[src/rtl/game_mem_arbiter_if.sv]
// Bundles the requester-side and memory-side signals of the game memory arbiter.
// The arbiter uses the slave modport; the surrounding system drives the master side.
interface game_mem_arbiter_if #(
  parameter int NUM_REQ    = 3,
  parameter int ADDR_WIDTH = 4,
  parameter int DATA_WIDTH = 8
);
  logic [NUM_REQ-1:0]            req;
  logic [NUM_REQ-1:0]            lock;
  logic [NUM_REQ-1:0]            we;
  logic [NUM_REQ*ADDR_WIDTH-1:0] addr;
  logic [NUM_REQ*DATA_WIDTH-1:0] wdata;
  logic [NUM_REQ-1:0]            gnt;
  logic [NUM_REQ-1:0]            rvalid;
  logic [DATA_WIDTH-1:0]         rdata;
  logic                          busy;
  logic [ADDR_WIDTH-1:0]         mem_addr;
  logic [DATA_WIDTH-1:0]         mem_wdata;
  logic                          mem_we;
  logic [DATA_WIDTH-1:0]         mem_rdata;

  modport slave (
    input  req, lock, we, addr, wdata, mem_rdata,
    output gnt, rvalid, rdata, busy, mem_addr, mem_wdata, mem_we
  );

  modport master (
    output req, lock, we, addr, wdata, mem_rdata,
    input  gnt, rvalid, rdata, busy, mem_addr, mem_wdata, mem_we
  );
endinterface

[src/rtl/game_mem_arbiter.sv]
// Round-robin arbiter sharing one single-port game memory between NUM_REQ requesters,
// with a capped lock for read-modify-write sequences and one-cycle read return.
module game_mem_arbiter #(
  parameter int NUM_REQ    = 3,
  parameter int ADDR_WIDTH = 4,
  parameter int DATA_WIDTH = 8,
  parameter int LOCK_MAX   = 4
) (
  input logic               clk,
  input logic               rstn,
  game_mem_arbiter_if.slave bus
);
  localparam int IW = (NUM_REQ > 1) ? $clog2(NUM_REQ) : 1;
  localparam int CW = $clog2(LOCK_MAX + 1);

  typedef enum logic {IDLE, LOCKED} state_e;

  state_e               state_q, state_d;
  logic [IW-1:0]        ptr_q, ptr_d;
  logic [IW-1:0]        owner_q, owner_d;
  logic [CW-1:0]        cnt_q, cnt_d;
  logic                 busy_q;
  logic [NUM_REQ-1:0]   rvalid_q;
  logic [NUM_REQ-1:0]   gnt_c;
  logic [IW-1:0]        rr_sel, gsel;
  logic                 rr_found, gvld, cap_hit;

  assign cap_hit = (cnt_q == CW'(LOCK_MAX));

  // Search starts just after the last grantee, so the last grantee has lowest priority.
  always_comb begin : rr_search
    int            idx;
    logic [IW-1:0] idx_b;
    rr_found = 1'b0;
    rr_sel   = '0;
    idx      = 0;
    idx_b    = '0;
    for (int k = 1; k <= NUM_REQ; k++) begin
      idx   = (int'(ptr_q) + k) % NUM_REQ;
      idx_b = IW'(idx);
      if (!rr_found && bus.req[idx_b]) begin
        rr_found = 1'b1;
        rr_sel   = idx_b;
      end
    end
  end

  always_comb begin : grant_logic
    state_d = state_q;
    ptr_d   = ptr_q;
    owner_d = owner_q;
    cnt_d   = cnt_q;
    gvld    = 1'b0;
    gsel    = '0;
    if (state_q == LOCKED && !cap_hit) begin
      if (bus.req[owner_q]) begin
        gvld  = 1'b1;
        gsel  = owner_q;
        cnt_d = cnt_q + 1'b1;
        if (!bus.lock[owner_q]) begin
          state_d = IDLE;
          cnt_d   = '0;
        end
      end else begin
        state_d = IDLE;
        cnt_d   = '0;
      end
    end else begin
      // Plain arbitration; also the forced-release path once the lock cap is reached.
      state_d = IDLE;
      cnt_d   = '0;
      if (rr_found) begin
        gvld  = 1'b1;
        gsel  = rr_sel;
        ptr_d = rr_sel;
        if (bus.lock[rr_sel]) begin
          state_d = LOCKED;
          owner_d = rr_sel;
          cnt_d   = CW'(1);
        end
      end
    end
    if (!rstn) begin
      gvld = 1'b0;
    end
  end

  always_comb begin : gnt_decode
    gnt_c = '0;
    for (int i = 0; i < NUM_REQ; i++) begin
      gnt_c[i] = gvld && (gsel == IW'(i));
    end
  end

  assign bus.gnt       = gnt_c;
  assign bus.mem_we    = gvld & bus.we[gsel];
  assign bus.mem_addr  = gvld ? bus.addr[gsel*ADDR_WIDTH +: ADDR_WIDTH] : '0;
  assign bus.mem_wdata = gvld ? bus.wdata[gsel*DATA_WIDTH +: DATA_WIDTH] : '0;
  assign bus.rdata     = bus.mem_rdata;
  assign bus.rvalid    = rvalid_q;
  assign bus.busy      = busy_q;

  always_ff @(posedge clk) begin
    if (!rstn) begin
      state_q  <= IDLE;
      ptr_q    <= IW'(NUM_REQ - 1);
      owner_q  <= '0;
      cnt_q    <= '0;
      busy_q   <= 1'b0;
      rvalid_q <= '0;
    end else begin
      state_q  <= state_d;
      ptr_q    <= ptr_d;
      owner_q  <= owner_d;
      cnt_q    <= cnt_d;
      busy_q   <= (state_d == LOCKED);
      rvalid_q <= gnt_c & ~bus.we;
    end
  end
endmodule

[src/flat_wrapper.sv]
// flat-port wrapper written by rule: the top's interface ports become plain ports
module game_mem_arbiter_flat 
#(
  parameter int NUM_REQ    = 3,
  parameter int ADDR_WIDTH = 4,
  parameter int DATA_WIDTH = 8,
  parameter int LOCK_MAX   = 4
)
  (clk, rstn, bus_req, bus_lock, bus_we, bus_addr, bus_wdata, bus_mem_rdata, bus_gnt, bus_rvalid, bus_rdata, bus_busy, bus_mem_addr, bus_mem_wdata, bus_mem_we);
  game_mem_arbiter_if #(.NUM_REQ(NUM_REQ), .ADDR_WIDTH(ADDR_WIDTH), .DATA_WIDTH(DATA_WIDTH)) bus_i ();
  input logic clk;
  input logic rstn;
  input wire logic [$bits(bus_i.req)-1:0] bus_req;
  input wire logic [$bits(bus_i.lock)-1:0] bus_lock;
  input wire logic [$bits(bus_i.we)-1:0] bus_we;
  input wire logic [$bits(bus_i.addr)-1:0] bus_addr;
  input wire logic [$bits(bus_i.wdata)-1:0] bus_wdata;
  input wire logic [$bits(bus_i.mem_rdata)-1:0] bus_mem_rdata;
  output wire logic [$bits(bus_i.gnt)-1:0] bus_gnt;
  output wire logic [$bits(bus_i.rvalid)-1:0] bus_rvalid;
  output wire logic [$bits(bus_i.rdata)-1:0] bus_rdata;
  output wire logic [$bits(bus_i.busy)-1:0] bus_busy;
  output wire logic [$bits(bus_i.mem_addr)-1:0] bus_mem_addr;
  output wire logic [$bits(bus_i.mem_wdata)-1:0] bus_mem_wdata;
  output wire logic [$bits(bus_i.mem_we)-1:0] bus_mem_we;
  assign bus_i.req = bus_req;
  assign bus_i.lock = bus_lock;
  assign bus_i.we = bus_we;
  assign bus_i.addr = bus_addr;
  assign bus_i.wdata = bus_wdata;
  assign bus_i.mem_rdata = bus_mem_rdata;
  assign bus_gnt = bus_i.gnt;
  assign bus_rvalid = bus_i.rvalid;
  assign bus_rdata = bus_i.rdata;
  assign bus_busy = bus_i.busy;
  assign bus_mem_addr = bus_i.mem_addr;
  assign bus_mem_wdata = bus_i.mem_wdata;
  assign bus_mem_we = bus_i.mem_we;
  game_mem_arbiter #(.NUM_REQ(NUM_REQ), .ADDR_WIDTH(ADDR_WIDTH), .DATA_WIDTH(DATA_WIDTH), .LOCK_MAX(LOCK_MAX)) u_core (.clk(clk), .rstn(rstn), .bus(bus_i));
endmodule
[config.mk]
export PLATFORM = sky130hd
export DESIGN_NAME = game_mem_arbiter_flat
export DESIGN_NICKNAME = d
export VERILOG_FILES = /design/src/rtl/game_mem_arbiter_if.sv /design/src/rtl/game_mem_arbiter.sv /design/src/flat_wrapper.sv
export SDC_FILE = /design/constraint.sdc
export NUM_CORES = 1
export LEC_CHECK = 0
export CORE_MARGIN = 2
export CORE_UTILIZATION = 35
export CTS_CLUSTER_SIZE = 10
export DETAILED_ROUTE_END_ITERATION = 10
export PLACE_DENSITY = 0.8
export SLEW_MARGIN = 10
export SYNTH_ARGS = -nofsm -noshare
export SYNTH_HDL_FRONTEND = slang
export SYNTH_SLANG_ARGS = --single-unit
[constraint.sdc]
create_clock -name clk -period 3.7 [get_ports clk]
set_input_delay 0.74 -clock clk [delete_from_list [all_inputs] [get_ports clk]]
set_output_delay 0.74 -clock clk [all_outputs]
set_load 0.05 [all_outputs]
==> impl_results.md, run 1 <==
- Status: completed
- Vias in the first global route: 1324
- Via/cell ratio: 5.052
- Crit-path max FO: 8
- GRT Util Overall: 0.1983
- Place WS: -0.1160 ns
- Final global-route overflow total: 0
- Syn Area/Cell: 8.336 um^2
- Violation count after the first detailed-route iteration: 43
- CP Capture Type: output port
- Post-route setup slack: 0.1063 ns
- Core box area: around 3300 um^2
- Final core utilization: 0.6517
- Worst Path Buf+Inv: 3
- Predominant post-synthesis flop cell: dfxtp_1
- Hold Vio Cnt, Final: 0
- CTS tree: yes
- Pwr Total: roughly 1.9 mW
- Largest net degree at the start of global routing: 15
- WL per Instance: 14.49 um
- Unrepaired setup endpoints after global routing: no
- Clock-pin slew on the worst setup and hold paths: 0.07 ns
- Skew final: about 0.008 ns
- Die Wd: 62.77 um
- Register area share after synthesis: 0.1822
- PortBufs: between 60 and 70
- P&R area growth vs syn: 79.92%
- # rows: 21
- Count leader, synth: nand2_1
- Final setup vio count: 0
- Nets: 283
- ANT cells: 0
- Max_cap viols: 0
- First-pass GRT wire length: between 6000 and 7000 um
- Final Slew Violations: 0
- DR DRC count: 0
- Syn Std Cell Area: approximately 1200 um^2
- WP data arrival: around 2.9 ns
- Number of synthesized flops with an enable pin: 0
- Fmax: 278.3 MHz
- Slew @ Worst Pin: 0.5630 ns
- Startpoint types: input pin
- Fillers: between 200 and 300
- CP peak stage delay: a little under 0.4 ns
- Mapped Cells: 145
- Post-synthesis register bit count: 11
- Die H: 62.77 um
- Clock sink total: 11
- CP Data Required Time: 2.96 ns
- RD Place Congestion: 0.9065
- Fin crit period: 3.594 ns
- TritonRoute pass-1 iters: 4
- Final ANT Viol Nets: 0
- Worst Hold Slack: ~0.50 ns
- Async set-or-reset flop fraction in the synthesized netlist: 0
- Setup repair bufs after CTS: 0
- Pwr dens: around 870 nW/um^2
- H-tree depth: 1
- Vias: between 1000 and 1500
- Yosys warns: 0
- DIE AREA: 3939 um^2
- Starting Density: 0.3622
- Clk Latency, worst-skew pair: around 0.27 ns
- Clock Tree Root: clkbuf_4
- LEAKAGE: between 0.9 and 1 nW
- CP Class: in -> out
- Cell variety after synth: 45
- Synth top area share: 0.1822
- Synth area leader: dfxtp_1
- Total Wirelength: 3868 um
- Clk buf depth: 2
- Initial antenna violation count: 0
- HP Class: reg -> reg
- CTS Buf Count: 3
- Crit-path cells: dlygate4sd2_1, nor2b_2, a22o_1, o41ai_4, o31ai_2, and2_1, buf_4, a221o_1, buf_12
- Detailed Place HPWL: 3191 um
- Max VDD drop: 0.5734 mV
- Slew margin rel.: 0.6213
- Delay-heaviest family, CP: compound AO/OA/AOI/OAI gates
- Area contributors post-synth: dfxtp_1 18%, a221o_1 7.5%, ha_1 6.2%
- Synth top cells by count: 16 x nand2_1, 11 x dfxtp_1, 9 x a221o_1, 9 x and3_1, 8 x buf_4
- Mapped Nets: 206
- Slowest cell on the critical path: o41ai_4
- Share of the clock period used by the worst path: 0.9713
- Fraction of layout cells with a size suffix above 1: 0.2262
- # IOs: 83
[state kept, by name, summed over array words and instances (netlist names)]
name and cells:
u_core.bus.rvalid 3, u_core.cnt_q 3, u_core.owner_q 2, u_core.ptr_q 2, u_core.state_q 1
[through the flow]
stage / instances / cell area [um^2] / setup TNS, ns
after global placement: 263 / 2137 / -0.3614
final: 267 / 2175 / 0
after detailed placement: 263 / 2137 / -0.8960
after floorplan: 145 / 1209 / 0
after CTS: 267 / 2165 / 0
after global routing: 267 / 2175 / 0
[cells by family (layout without fill, tap and decap cells)]
group / after synthesis / after routing / share of synthesized area
buf+inv: 21 / 97 / 0.1149
simple gates: 53 / 53 / 0.2422
mux: 5 / 5 / 0.04244
flops: 11 / 11 / 0.1822
fa+ha+maj: 6 / 6 / 0.06211
xor+xnor: 1 / 1 / 0.007248
compound gates: 48 / 48 / 0.3489
[layout make-up]
cell class,count,area (um^2),area share
timing repair buffer,86,979.7,0.4505
multi-input combinational,113,864.6,0.3976
sequential,11,220.2,0.1013
tap,46,57.56,0.02647
clock buffer,4,26.28,0.01208
inverter,7,26.28,0.01208
[routing by layer]
metal / vias up / routed length, um / GRT usage / share of wire
li1: 683 / - / - / -
met1: 617 / 1721 / 0.2415 / 0.44
met2: 45 / 1903 / 0.3589 / 0.49
met3: 4 / 194 / 0.03604 / 0.050
met4: 0 / 50 / 0.04722 / 0.013
met5: - / 0 / 0 / 0
[placed cells by master, fill, tap and decap left out, drive strengths merged, types with 5 or more instances in the layout]
master and instances:
ha 6, clkdlybuf4s50 47, and3 9, nor2b 9
dfxtp 11, a22oi 5, inv 7, o21ai 7
a221o 9, buf 36, nor2 6, nand2 16
a21oi 5
[worst paths after layout]
kind	startpoint	endpoint	slack (ns)	cells past startpoint
setup reg to reg	u_core.ptr_q[0]$_SDFFE_PN0P_	u_core.state_q$_SDFFE_PN0P_	1.25	9
hold reg to reg	u_core.cnt_q[0]$_SDFF_PN0_	u_core.cnt_q[0]$_SDFF_PN0_	0.50	1
hold / removal	u_core.cnt_q[0]$_SDFF_PN0_	u_core.cnt_q[0]$_SDFF_PN0_	0.50	1
setup / recovery	bus_req[1]	bus_mem_wdata[3]	0.11	9
[where the power goes]
part           total [mW]  internal, mW  switching (mW)  leakage, nW
clock network      0.0852        0.0417          0.0435       0.0150
registers           0.179         0.151          0.0272       0.0898
logic                1.63         0.787           0.840        0.809
[repair_timing]
action | 4_1_cts | 5_1_grt
pin swaps | 3 | 1
setup endpoints to repair | 9 | 9
gates resized for setup | 5 | 1
hold buffers | 0 | 0
Note: power is estimated with default switching activity, not from simulation.
==> run 2, diff against run 1 <==
--- a/config.mk
+++ b/config.mk
@@ -11,2 +11,3 @@
 export DETAILED_ROUTE_END_ITERATION = 10
+export GPL_ROUTABILITY_DRIVEN = 0
 export PLACE_DENSITY = 0.8
==> constraint.sdc (replaced) <==
create_clock -name clk -period 3.7 [get_ports clk]
set_input_delay 0.37 -clock clk [delete_from_list [all_inputs] [get_ports clk]]
set_output_delay 0.37 -clock clk [all_outputs]
set_load 0.05 [all_outputs]
==> impl_results.md, run 2 (synthesis gave the netlist of run 1 again) <==
- Status: completed
- Clock-pin slew on the worst setup and hold paths: 0.07 ns (about the same)
- Die H: 62.77 um (unchanged)
- Startpoint types: register
- Clock sink total: 11 (unchanged)
- Post-route setup slack: 0.2165 ns (+0.1102 ns)
- HP Class: reg -> reg
- Total Wirelength: 3673 um (-5.0%)
- Final ANT Viol Nets: 0 (unchanged)
- Slowest cell on the critical path: o41a_4
- Hold wc startpoint: u_core.cnt_q[0]$_SDFF_PN0_
- PortBufs: 66 (unchanged)
- Reg area: 220.2 um^2 (unchanged)
- # rows: 21 (unchanged)
- # IOs: 83 (unchanged)
- P&R area growth vs syn: 68.12%
- Area taken by multi-input logic gates: 849.6 um^2 (-1.7%)
- Via/cell ratio: 5.155 (+2.0%)
- Final global-route overflow total: 0 (unchanged)
- Starting Density: 0.3622 (unchanged)
- Final Slew Violations: 0 (unchanged)
- Nets: 267 (-5.7%)
- Commonest cells after routing, fill and taps aside: 50 x clkdlybuf4s50_1, 16 x nand2_1, 16 x buf_12
- H-tree depth: 1 (unchanged)
- CP Capture Type: output port
- GRT Util Overall: 0.1887 (-0.009548)
- TritonRoute pass-1 iters: 4 (unchanged)
- Fin Setup TNS: 0 ns (unchanged)
- Largest net degree at the start of global routing: 19 (+4)
- WL per Instance: 14.63 um (+1.0%)
- CTS resizes: 0 (-5)
- DIE AREA: 3939 um^2 (unchanged)
- Final setup vio count: 0 (unchanged)
- Max_cap viols: 0 (unchanged)
- Clock Tree Root: clkbuf_4
- First-pass GRT wire length: 6078 um (-3.7%)
- ANT cells: 0 (unchanged)
- CTS Buf Count: 3 (unchanged)
- Vias in the first global route: 1205 (-9.0%)
- Core box area: 3337 um^2 (unchanged)
- Detailed Place HPWL: 2971 um (-6.9%)
- Fin crit period: 3.484 ns (-0.1102 ns)
- Clock power frac: 0.048 (+0.003)
- Slew margin rel.: 0.5331 (-0.08818)
- Post-route cell area: 2032 um^2 (-6.6%)
- Skew final: 0.001066 ns (-0.006789 ns)
- Switching power: 0.8761 mW (-3.8%)
- Place WS: 0.4365 ns (+0.5525 ns)
- Reg-to-Reg End: u_core.bus.rvalid[0]$_SDFF_PN0_
- Slew @ Worst Pin: 0.6941 ns (+0.1311 ns)
- Max VDD drop: 0.5297 mV (-7.6%)
- Worst Hold Slack: 0.4934 ns (-0.004355 ns)
- Fraction of layout cells with a size suffix above 1: 0.1610 (-0.06527)
- CP Class: reg -> out
- Crit-path cells: inv_1, ha_1, nor2b_1, o21a_4, o41a_4, o21ai_4, nor2b_2, buf_4, a221o_1, buf_12
- Post-placement cell area: 1997 um^2 (-6.6%)
- LEAKAGE: 0.8278 nW (-9.4%)
- Share of the clock period used by the worst path: 0.9415 (-0.02978)
- Hold Path Sink: u_core.cnt_q[0]$_SDFF_PN0_
- Unrepaired setup endpoints after global routing: no
- R2R depth: 9 (unchanged)
- Violation count after the first detailed-route iteration: 68 (+58%)
- CP peak stage delay: 0.51 ns (+0.12 ns)
- Pwr Total: 1.745 mW (-7.7%)
- RR Startpoint: u_core.ptr_q[0]$_SDFFE_PN0P_
- DR DRC count: 0 (unchanged)
- Die Wd: 62.77 um (unchanged)
- Clk Latency, worst-skew pair: 0.27 ns (about the same)
- Hold depth: 1 (unchanged)
- Pwr dens: 858.9 nW/um^2 (-1.2%)
- CP Data Required Time: 3.33 ns (+0.37 ns)
- Seq pwr share: 0.102 (+0.007)
- Gate power share: 0.850 (-0.010)
- Reg-to-reg setup timing slack: 1.05 ns (-0.20 ns)
- CTS tree: yes
- WP data arrival: 3.11 ns (+0.26 ns)
- Initial antenna violation count: 0 (unchanged)
- Hold Vio Cnt, Final: 0 (unchanged)
- Switching part of the total: 0.5020 (+0.02029)
- Fmax: 287.1 MHz (+3.2%)
- Commonest non-fill, non-tap cell in the layout: clkdlybuf4s50_1
- Internal power: 0.8692 mW (-11%)
- Vias: 1294 (-4.1%)
- Fillers: 293 (+3.9%)
- Clk buf depth: 2 (unchanged)
- Crit-path max FO: 9 (+1)
-- run 2: changes by cell type in the layout (fill, tap and decap cells not counted), sizes merged --
cell           before  now
clkinv              0    1
dlygate4sd2         3    0
clkbuf              4    3
clkdlybuf4s50      47   50
buf                36   20
-- run 2: worst max path at each step --
stage | startpoint | end | slack, ns | cells past startpoint
after floorplan | u_core.ptr_q[0]$_SDFFE_PN0P_ | bus_mem_addr[2] | 0.61 | 9
after global placement | bus_req[0] | bus_mem_wdata[0] | 0.51 | 9
after detailed placement | bus_req[0] | bus_mem_wdata[0] | 0.44 | 9
after CTS | u_core.ptr_q[0]$_SDFFE_PN0P_ | bus_mem_wdata[0] | 0.20 | 10
after global routing | u_core.ptr_q[0]$_SDFFE_PN0P_ | bus_mem_wdata[0] | 0.04 | 10
final | u_core.ptr_q[0]$_SDFFE_PN0P_ | bus_mem_wdata[0] | 0.22 | 10
-- run 2: repair_timing --
item	4_1_cts	5_1_grt
buffers inserted	0	1
hold buffers	0	0
endpoints found under the setup margin	0	6
-- run 2: critical path: cells and delay by family (launching register included) --
kind | cells | cell delay (ns)
AO/OA/AOI/OAI | 4 | 1.32
buffers and inverters | 3 | 0.43
adder cells (fa/ha/maj) | 1 | 0.41
flip-flops | 1 | 0.38
AND/OR/NAND/NOR | 2 | 0.30
-- run 2: final cells by class --
class | instances | area share
clock buffer | 3 | 0.01108
clock inverter | 1 | 0.002463
inverter | 7 | 0.01293
multi-input combinational | 113 | 0.4181
sequential | 11 | 0.1084
tap | 46 | 0.02833
timing repair buffer | 70 | 0.4187
-- run 2: per-layer routing --
metal	wire, um	GRT usage	up-vias
met3	249	0.05225	2
met1	1577	0.2489	594
met4	16	0.01944	0
met2	1830	0.3172	47
li1	-	-	651
met5	0	0	-
-- run 2: through the flow --
| stage | cells | utilization |
|---|---|---|
| 2_1_floorplan | 145 | - |
| 3_3_place_gp | 246 | 0.5984 |
| 3_5_place_dp | 246 | 0.5984 |
| 4_1_cts | 250 | 0.6067 |
| 5_1_grt | 251 | 0.6089 |
| 6_report | 251 | 0.6089 |
-- run 2: power groups by stage --
stage	clock, mW	combinational, mW	sequential [mW]
after floorplan	0	0.895	0.221
after global placement	0	1.45	0.180
after detailed placement	0	1.46	0.182
after CTS	0.0878	1.47	0.179
after global routing	0.0950	1.56	0.184
final	0.0836	1.48	0.179
==> RTL change: new RTL, flow settings as in run 2 <==
`DATA_WIDTH` is set to 8 in 3 places; all go to 10.
--- a/src/rtl/game_mem_arbiter_if.sv
+++ b/src/rtl/game_mem_arbiter_if.sv
@@ -5,3 +5,3 @@
   parameter int ADDR_WIDTH = 4,
-  parameter int DATA_WIDTH = 8
+  parameter int DATA_WIDTH = 10
 );
--- a/src/rtl/game_mem_arbiter.sv
+++ b/src/rtl/game_mem_arbiter.sv
@@ -5,3 +5,3 @@
   parameter int ADDR_WIDTH = 4,
-  parameter int DATA_WIDTH = 8,
+  parameter int DATA_WIDTH = 10,
   parameter int LOCK_MAX   = 4
--- a/src/flat_wrapper.sv
+++ b/src/flat_wrapper.sv
@@ -5,3 +5,3 @@
   parameter int ADDR_WIDTH = 4,
-  parameter int DATA_WIDTH = 8,
+  parameter int DATA_WIDTH = 10,
   parameter int LOCK_MAX   = 4
Ports: changed (resized bus_mem_rdata, bus_mem_wdata, bus_rdata and bus_wdata); port bits go from 83 to 95. No check against the original RTL was run, so the function may have changed too.
==> RTL change against run 2 <==
- fmax rose by 7.1%
- total power rose by 7.1%
- critical endpoint is now bus_gnt[0]
- design area rose by 8.3%
- wire length rose by 4.7%
- synthesized area rose by 10%
- sequential cell count did not move
- largest power group unchanged
- combinational power rose by 6%
- synthesized cell count rose by 18%
- setup slack improved by 0.23 ns
- first-iteration DRC count fell by 13%
==> RTL change: results (changes against run 2) <==
Post-Route WL 3850 µm (was 3670 µm); port bufs 74 (was 66); crit path max fanout 10 (was 9); largest net degree at the start of global routing 18 (was 19); sequential share of the synthesized area 16.5% (was 18.2%); via count 1,427 (was 1,294); worst rel slew slack 46.9% (was 53.3%); arrival time worst endpoint 2.88 ns (was 3.11 ns); sequential share of power 9.6% (was 10.2%); met1 global-route usage 20.7% (was 24.9%); RR Endpoint u_core.bus.rvalid[1] (was u_core.bus.rvalid[0]); share of cells above drive strength 1 18.5% (was 16.1%); Reg2Reg Setup Slack 1.39 ns (was 1.05 ns); routed wl met3 319 µm (was 249 µm); DRT iter0 DRCs 59 (was 68); Synth Net Count 240 (was 206); die area 4320 µm² (was 3940 µm²); Area contributors post-synth dfxtp_1 17%, o221ai_2 10%, nand2_1 9.9% (was dfxtp_1 18%, a221o_1 7.5%, ha_1 6.2%); detailed placement HPWL 3180 µm (was 2970 µm); Seq cells 11 (unchanged); grt met3 use 4.97% (was 5.23%); met1 WL 1430 µm (was 1580 µm); GRT met2 Usage 33.0% (was 31.7%); inverter count 24 (was 7); multi-input combinational area share 40.2% (was 41.8%); status completed (unchanged); Clock buffer cells 4 (was 3); Critical Path Sink bus_gnt[0] (was bus_mem_wdata[0]); net switching power 982 µW (was 876 µW)
[RTL change: through the flow]
step	instances	power (µW)	util [%]	hold WS, ns
3_5_place_dp	277	1760	58.9	0.514
5_1_grt	281	1980	60.1	0.556
6_report	281	1870	60.1	0.516
3_3_place_gp	277	1740	58.9	0.495
2_1_floorplan	171	1220	-	0.441
4_1_cts	281	1890	60.1	0.526
[RTL change: kinds of logic after synthesis]
kind of cell | count (synthesis) | synth area share [%]
AOI/OAI and AO/OA | 42 | 32.5
DFF | 11 | 16.5
and+or+nand+nor | 63 | 23.1
adders and majority gates | 6 | 5.63
muxes | 6 | 4.51
xor gates and xnor gates | 1 | 0.657
buffers and inverters | 42 | 17.1
[RTL change: worst max-delay path, delay by kind of cell (launching register included)]
family,cells,cell delay (ns)
flip-flops,1,0.35
adder cells (fa/ha/maj),1,0.43
buffers and inverters,3,0.95
AO/OA/AOI/OAI,3,0.67
AND/OR/NAND/NOR,2,0.22
